## config.mk

```make
export PLATFORM = sky130hd
export DESIGN_NAME = twiddle_feeder
export DESIGN_NICKNAME = d
export VERILOG_FILES = /design/src/rtl/fft32_pkg.sv /design/src/rtl/twiddle_rom.sv /design/src/rtl/twiddle_feeder.sv
export SDC_FILE = /design/constraint.sdc
export NUM_CORES = 1
export LEC_CHECK = 0
export BUFFER_PORTS_ARGS = -buffer_cell sky130_fd_sc_hd__buf_4
export CAP_MARGIN = 20
export CORE_AREA = 2 2 113 115
export DETAILED_ROUTE_END_ITERATION = 10
export DIE_AREA = 0 0 115 117
export PLACE_DENSITY = 0.71
export SLEW_MARGIN = 20
export SYNTH_ARGS = -nofsm -noshare
export SYNTH_HDL_FRONTEND = slang
export SYNTH_SLANG_ARGS = --single-unit
```

## constraint.sdc

```tcl
create_clock -name clk -period 5.7 [get_ports clk]
set_clock_uncertainty 0.2 [all_clocks]
set_input_delay 0.285 -clock clk [delete_from_list [all_inputs] [get_ports clk]]
set_output_delay 0.285 -clock clk [all_outputs]
set_load 0.01 [all_outputs]
```

## src/rtl/fft32_pkg.sv

```systemverilog
// Shared definitions for the FFT32 twiddle path.
//   - Transform size, operand width and twiddle ROM geometry.
//   - Feeder FSM state type.
//   - Twiddle table: c = round(127*cos(2*pi*k/32)), s = round(-127*sin(2*pi*k/32)),
//     stored as c (8b) plus exact 9-bit c+s and c-s for the 3-multiplier rotator.
//   - Twiddle exponent derivation from FFT stage and butterfly index.
package fft32_pkg;

    localparam int unsigned N         = 32;
    localparam int unsigned FFT_DW    = 8;
    localparam int unsigned ROM_DEPTH = N / 2;
    localparam int unsigned ROM_AW    = $clog2(ROM_DEPTH);
    localparam int unsigned STAGE_W   = 3;
    localparam int unsigned MAX_STAGE = 4;

    typedef enum logic [2:0] {
        ST_IDLE,
        ST_LOOKUP,
        ST_ISSUE,
        ST_WAIT,
        ST_HOLD
    } state_e;

    typedef struct packed {
        logic signed [7:0] c;
        logic signed [8:0] c_plus_s;
        logic signed [8:0] c_minus_s;
    } twiddle_t;

    function automatic twiddle_t twiddle_entry(input logic [ROM_AW-1:0] k);
        logic signed [7:0] c;
        logic signed [7:0] s;
        twiddle_t          e;
        case (k)
            4'd0:    begin c =  8'sd127; s =  8'sd0;   end
            4'd1:    begin c =  8'sd125; s = -8'sd25;  end
            4'd2:    begin c =  8'sd117; s = -8'sd49;  end
            4'd3:    begin c =  8'sd106; s = -8'sd71;  end
            4'd4:    begin c =  8'sd90;  s = -8'sd90;  end
            4'd5:    begin c =  8'sd71;  s = -8'sd106; end
            4'd6:    begin c =  8'sd49;  s = -8'sd117; end
            4'd7:    begin c =  8'sd25;  s = -8'sd125; end
            4'd8:    begin c =  8'sd0;   s = -8'sd127; end
            4'd9:    begin c = -8'sd25;  s = -8'sd125; end
            4'd10:   begin c = -8'sd49;  s = -8'sd117; end
            4'd11:   begin c = -8'sd71;  s = -8'sd106; end
            4'd12:   begin c = -8'sd90;  s = -8'sd90;  end
            4'd13:   begin c = -8'sd106; s = -8'sd71;  end
            4'd14:   begin c = -8'sd117; s = -8'sd49;  end
            default: begin c = -8'sd125; s = -8'sd25;  end
        endcase
        e.c = c;
        // Sign-extend to 9 bits first so the sum/difference never wraps.
        e.c_plus_s  = {c[7], c} + {s[7], s};
        e.c_minus_s = {c[7], c} - {s[7], s};
        return e;
    endfunction

    // k = (j mod 2^st) << (4 - st), st = min(stage, 4)
    function automatic logic [ROM_AW-1:0] twiddle_exp(input logic [STAGE_W-1:0] stage,
                                                      input logic [ROM_AW-1:0]  j);
        logic [ROM_AW-1:0] k;
        case (stage)
            3'd0:    k = '0;
            3'd1:    k = {j[0],   3'b000};
            3'd2:    k = {j[1:0], 2'b00};
            3'd3:    k = {j[2:0], 1'b0};
            default: k = j;
        endcase
        return k;
    endfunction

endpackage

```

## src/rtl/twiddle_rom.sv

```systemverilog
// Combinational twiddle ROM for the 32-point FFT.
// Ports:
//   addr_i       in  4  twiddle exponent k (0..15)
//   c_o          out 8  round(127*cos)
//   c_plus_s_o   out 9  c + s, exact
//   c_minus_s_o  out 9  c - s, exact
module twiddle_rom
    import fft32_pkg::*;
(
    input  logic [ROM_AW-1:0] addr_i,
    output logic [7:0]        c_o,
    output logic [8:0]        c_plus_s_o,
    output logic [8:0]        c_minus_s_o
);

    twiddle_t entry;

    always_comb begin
        entry = twiddle_entry(addr_i);
    end

    assign c_o         = entry.c;
    assign c_plus_s_o  = entry.c_plus_s;
    assign c_minus_s_o = entry.c_minus_s;

endmodule

```

## src/rtl/twiddle_feeder.sv

```systemverilog
// Sequencer feeding the 3-multiplier twiddle rotator.
// Accepts one complex operand with its stage/butterfly position, looks up the
// twiddle, pulses the multiplier start, waits (bounded) for the multiplier
// result and presents it downstream with a valid/ready handshake.
// Ports:
//   clk, reset                    clock, asynchronous active-high reset
//   i_valid / o_ready             upstream handshake (o_ready only in IDLE)
//   i_x, i_y, i_stage, i_j        operand and butterfly position
//   o_mx, o_my                    operand to multiplier
//   o_mc, o_mc_plus_s, o_mc_minus_s  twiddle to multiplier
//   o_mstart                      1-cycle multiplier start
//   i_mdata_valid, i_mre, i_mim   multiplier result
//   o_valid / i_ready, o_re, o_im downstream handshake and result
//   o_error                       sticky timeout flag
module twiddle_feeder
    import fft32_pkg::*;
#(
    parameter int unsigned DW      = FFT_DW,
    parameter int unsigned TIMEOUT = 64
) (
    input  logic               clk,
    input  logic               reset,
    input  logic               i_valid,
    output logic               o_ready,
    input  logic [DW-1:0]      i_x,
    input  logic [DW-1:0]      i_y,
    input  logic [STAGE_W-1:0] i_stage,
    input  logic [ROM_AW-1:0]  i_j,
    output logic [DW-1:0]      o_mx,
    output logic [DW-1:0]      o_my,
    output logic [7:0]         o_mc,
    output logic [8:0]         o_mc_plus_s,
    output logic [8:0]         o_mc_minus_s,
    output logic               o_mstart,
    input  logic               i_mdata_valid,
    input  logic [DW-1:0]      i_mre,
    input  logic [DW-1:0]      i_mim,
    output logic               o_valid,
    input  logic               i_ready,
    output logic [DW-1:0]      o_re,
    output logic [DW-1:0]      o_im,
    output logic               o_error
);

    localparam int unsigned CW = $clog2(TIMEOUT + 1);

    state_e            state_q, state_d;
    logic [DW-1:0]     x_q, x_d;
    logic [DW-1:0]     y_q, y_d;
    logic [ROM_AW-1:0] k_q, k_d;
    logic [DW-1:0]     mx_q, mx_d;
    logic [DW-1:0]     my_q, my_d;
    logic [7:0]        mc_q, mc_d;
    logic [8:0]        mcps_q, mcps_d;
    logic [8:0]        mcms_q, mcms_d;
    logic [DW-1:0]     re_q, re_d;
    logic [DW-1:0]     im_q, im_d;
    logic [CW-1:0]     cnt_q, cnt_d;
    logic              err_q, err_d;

    logic [7:0]        rom_c;
    logic [8:0]        rom_cps;
    logic [8:0]        rom_cms;

    twiddle_rom u_rom (
        .addr_i      (k_q),
        .c_o         (rom_c),
        .c_plus_s_o  (rom_cps),
        .c_minus_s_o (rom_cms)
    );

    always_comb begin
        state_d = state_q;
        x_d     = x_q;
        y_d     = y_q;
        k_d     = k_q;
        mx_d    = mx_q;
        my_d    = my_q;
        mc_d    = mc_q;
        mcps_d  = mcps_q;
        mcms_d  = mcms_q;
        re_d    = re_q;
        im_d    = im_q;
        cnt_d   = cnt_q;
        err_d   = err_q;

        case (state_q)
            ST_IDLE: begin
                if (i_valid) begin
                    x_d     = i_x;
                    y_d     = i_y;
                    k_d     = twiddle_exp(i_stage, i_j);
                    state_d = ST_LOOKUP;
                end
            end
            ST_LOOKUP: begin
                mx_d    = x_q;
                my_d    = y_q;
                mc_d    = rom_c;
                mcps_d  = rom_cps;
                mcms_d  = rom_cms;
                state_d = ST_ISSUE;
            end
            ST_ISSUE: begin
                // cnt_q counts cycles since ISSUE, so the first WAIT cycle sees 1.
                cnt_d   = CW'(1);
                state_d = ST_WAIT;
            end
            ST_WAIT: begin
                // A result arriving in the last allowed cycle wins over the timeout.
                if (i_mdata_valid) begin
                    re_d    = i_mre;
                    im_d    = i_mim;
                    state_d = ST_HOLD;
                end else if (cnt_q == CW'(TIMEOUT - 1)) begin
                    err_d   = 1'b1;
                    state_d = ST_IDLE;
                end else begin
                    cnt_d   = cnt_q + CW'(1);
                end
            end
            ST_HOLD: begin
                if (i_ready) begin
                    state_d = ST_IDLE;
                end
            end
            default: begin
                state_d = ST_IDLE;
            end
        endcase
    end

    always_ff @(posedge clk or posedge reset) begin
        if (reset) begin
            state_q <= ST_IDLE;
            x_q     <= '0;
            y_q     <= '0;
            k_q     <= '0;
            mx_q    <= '0;
            my_q    <= '0;
            mc_q    <= '0;
            mcps_q  <= '0;
            mcms_q  <= '0;
            re_q    <= '0;
            im_q    <= '0;
            cnt_q   <= '0;
            err_q   <= 1'b0;
        end else begin
            state_q <= state_d;
            x_q     <= x_d;
            y_q     <= y_d;
            k_q     <= k_d;
            mx_q    <= mx_d;
            my_q    <= my_d;
            mc_q    <= mc_d;
            mcps_q  <= mcps_d;
            mcms_q  <= mcms_d;
            re_q    <= re_d;
            im_q    <= im_d;
            cnt_q   <= cnt_d;
            err_q   <= err_d;
        end
    end

    // Gated by reset so o_ready reads 0 while reset is held.
    assign o_ready      = (state_q == ST_IDLE) && !reset;
    assign o_mstart     = (state_q == ST_ISSUE);
    assign o_valid      = (state_q == ST_HOLD);
    assign o_mx         = mx_q;
    assign o_my         = my_q;
    assign o_mc         = mc_q;
    assign o_mc_plus_s  = mcps_q;
    assign o_mc_minus_s = mcms_q;
    assign o_re         = re_q;
    assign o_im         = im_q;
    assign o_error      = err_q;

endmodule
```

==> impl_metrics.py <==
metrics = {
    "floorplan": {
        "start_util_pct": 38.3,
        "core-area_mm2": 0.0123,
        "die_y_um": 117,
        "die_area_mm2": 0.0135,
        "die_x_um": 115,
        "io_pins": 106,
        "row_count": 41,
    },
    "logic_synthesis": {
        "synth_ff_type": "dfrtp_1",
        "ys_top_cells_by_count": "88 x dfrtp_1, 83 x nand2_1, 34 x nor2_1, 29 x mux2_2, 25 x ha_1",
        "synth-seq-cells": 88,
        "ys.warnings.count": 0,
        "yosysSeqAreaShare_pct": 46.7,
        "ys_async_sr_fraction_pct": 100,
        "synth_top_area_share_pct": 46.7,
        "synth_edf_count": 0,
        "synth_most_common_cell": "dfrtp_1",
        "postSynthCellCount": 460,
        "syn_avg_cell_area_um2": 10.2,
        "syn_area_mm2": 0.00471,
        "synthTopCellsByArea": "dfrtp_1 47%, mux2_2 6.9%, ha_1 6.6%, nand2_1 6.6%, mux2_4 2.9%",
        "syn_nets": 531,
        "yosys.area.top_type": "dfrtp_1",
        "yosys.cell_types.count": 59,
    },
    "placement": {
        "dpl.hpwl_um": 7430,
        "port_buffers": 105,
        "dp_cells": 695,
        "place.gp.congestion": 0.869,
        "place_ws_ns": 2.30,
        "placed_area_mm2": 0.00557,
    },
    "finish": {
        "finalInstanceArea_mm2": 0.00620,
        "nets": 660,
        "layout.cells.non_filler": 743,
        "layout-drive-gt1-share_pct": 29.8,
        "area_growth_pct": 31.5,
        "n_antenna_cell": 0,
        "fin_util_pct": 50.3,
    },
    "global_route": {
        "gr-total-overflow": 0,
        "antenna_found_initial": 0,
        "grt_pass1_vias": 3790,
        "grt_pass1_wl_um": 17900,
        "grt_usage_pct": 16.8,
        "grt_start_max_net_pins": 89,
    },
    "power": {
        "cellLeakagePower_nw": 3.03,
        "power_mw": 4.27,
        "cellPowerDensity_mw_per_mm2": 689,
        "ir_worst_vdd_uv": 273,
    },
    "detailed_routing": {
        "vias_per_cell": 5.07,
        "wl_um": 10900,
        "drtPass1Iterations": 4,
        "drc_errors": 0,
        "wl_per_cell_um": 14.7,
        "ant_nets": 0,
        "vias": 3764,
        "initialDrtViolationCount": 247,
    },
    "timing": {
        "period_share_pct": 60.2,
        "relSlewSlack_pct": 47.7,
        "min_period_ns": 3.43,
        "hold_slack_ns": -0.0240,
        "setup_tns_ns": 0,
        "fin_ws_ns": 2.27,
        "setup_viol_count_final": 0,
        "rsz0062_at_grt": "no",
        "final_hold_viol_count": 53,
        "tightest_slew_ns": 0.785,
        "fmax_ghz": 0.292,
        "final-max-slew-violation-count": 0,
    },
    "clock_tree": {
        "cts_tree": "yes",
        "post-cts-setup-buffers": 0,
        "cts.clk_slew.worst_paths_ns": 0.06,
        "cts_resized": 0,
        "clk_latency_ns": 0.34,
        "h-tree-depth": 3,
        "clock-sinks": 88,
        "cts-root-buf": "clkbuf_16",
        "cts_buffer_depth": 2,
        "cts_buffers": 9,
    },
    "critical_path": {
        "r2r_start": "k_q[1]",
        "r2r_slack_ns": 2.27,
        "cp.arrival_ns": 3.45,
        "worstSetupStartpointType": "register",
        "rr_worst_depth": 10,
        "reg2reg_to": "o_mc_minus_s[8]",
        "cp_max_fo": 12,
        "required_ns": 5.72,
        "worst-setup-path-type": "register to register",
        "end_kind": "register",
    },
    "worst_hold_path": {
        "hp-class": "input port to asynchronous set/reset pin",
    },
    "flow_run": {
        "max-cap-violations": 0,
    },
    "outcome": {
        "violations": "hold timing",
        "outcome": "finished with violations",
    },
}
registers in the layout (all words and copies together) (netlist names):
register	count
k_q	4
o_im	8
o_re	8
cnt_q	7
o_mx	8
o_error	1
o_mc_minus_s	8
o_mc	8
y_q	8
o_mc_plus_s	9
o_my	8
state_q	3
x_q	8
critical path, cell delays in order (launching register included):
cell and delay (ns):
dfrtp_1 0.56, inv_1 0.20, ha_1 0.38, nand2b_1 0.21, o221a_2 0.33, ha_1 0.40, nand2b_1 0.19, a21oi_1 0.21
o31ai_1 0.13, a21o_1 0.19, a221o_1 0.31
cell usage in the layout (no fill, tap or decap), types with 2 or more instances in the layout:
cell type        n
a31oi_1          2
mux2_2          29
o31a_1           4
nand3_1          7
a21boi_0         2
o21ai_0         21
clkbuf_16        9
nor2_1          34
and2_1           4
nor2b_1          5
o21a_1           6
and3_1           2
mux2i_1          6
o31ai_1          7
nand2b_1         5
ha_1            25
o21bai_1         2
a221o_1          2
dfrtp_1         88
buf_4          108
a22o_1           4
mux2_4           9
fa_1             2
a21oi_1         16
xnor2_1          3
dlygate4sd3_1   33
a21o_1           5
nand2_1         83
or3_1            2
nor3_1           7
xor2_1           3
inv_1           23
o41ai_1          2
nor3_2           2
clkinv_2         3
kinds of logic after synthesis:
| kind of cell | synth area share (%) |
|---|---|
| xor+xnor | 1.12 |
| mux | 11.1 |
| flops | 46.7 |
| compound gates | 12.6 |
| buf+inv | 5.28 |
| simple gates | 15.7 |
| fa+ha+maj | 7.49 |
how the worst max path moves through the flow:
stage,to,cells after the start,slack (ns),startpoint
after CTS,o_mc_minus_s[8],10,2.29,k_q[1]
after global placement,o_mc_minus_s[8],10,2.50,k_q[1]
after detailed placement,o_mc_minus_s[8],10,2.30,k_q[1]
after floorplan,o_mc_minus_s[8],11,2.68,k_q[1]
final,o_mc_minus_s[8],10,2.27,k_q[1]
after global routing,o_mc_minus_s[6],12,2.05,k_q[3]
power breakdown:
part / switching (mW) / total, mW / leakage, nW / internal [mW]
Sequential: 0.244 / 1.17 / 1.07 / 0.923
Combinational: 1.34 / 2.52 / 1.81 / 1.18
Clock: 0.236 / 0.585 / 0.145 / 0.349
per-layer routing:
| layer | part of all wire, % | up-vias | global-route usage (%) | wire length (µm) |
|---|---|---|---|---|
| li1 | - | 1821 | - | - |
| met1 | 45 | 1805 | 22.0 | 4970 |
| met2 | 47 | 116 | 26.9 | 5170 |
| met3 | 5.2 | 22 | 3.86 | 569 |
| met4 | 2.2 | 0 | 7.47 | 237 |
| met5 | 0 | - | 0 | 0 |
layout make-up:
cell class | instances | area (µm²)
clock buffer | 10 | 239
clock inverter | 5 | 56.3
fill | 1127 | 6110
inverter | 25 | 95.1
multi-input combinational | 323 | 2270
sequential | 88 | 2200
tap | 150 | 188
timing repair buffer | 142 | 1150
what timing repair did:
item / CTS / global route
hold endpoints to repair: 33 / 0
setup endpoints to repair: 0 / 0
hold buffers: 33 / 0
Note: power is estimated with default switching activity, not from simulation.
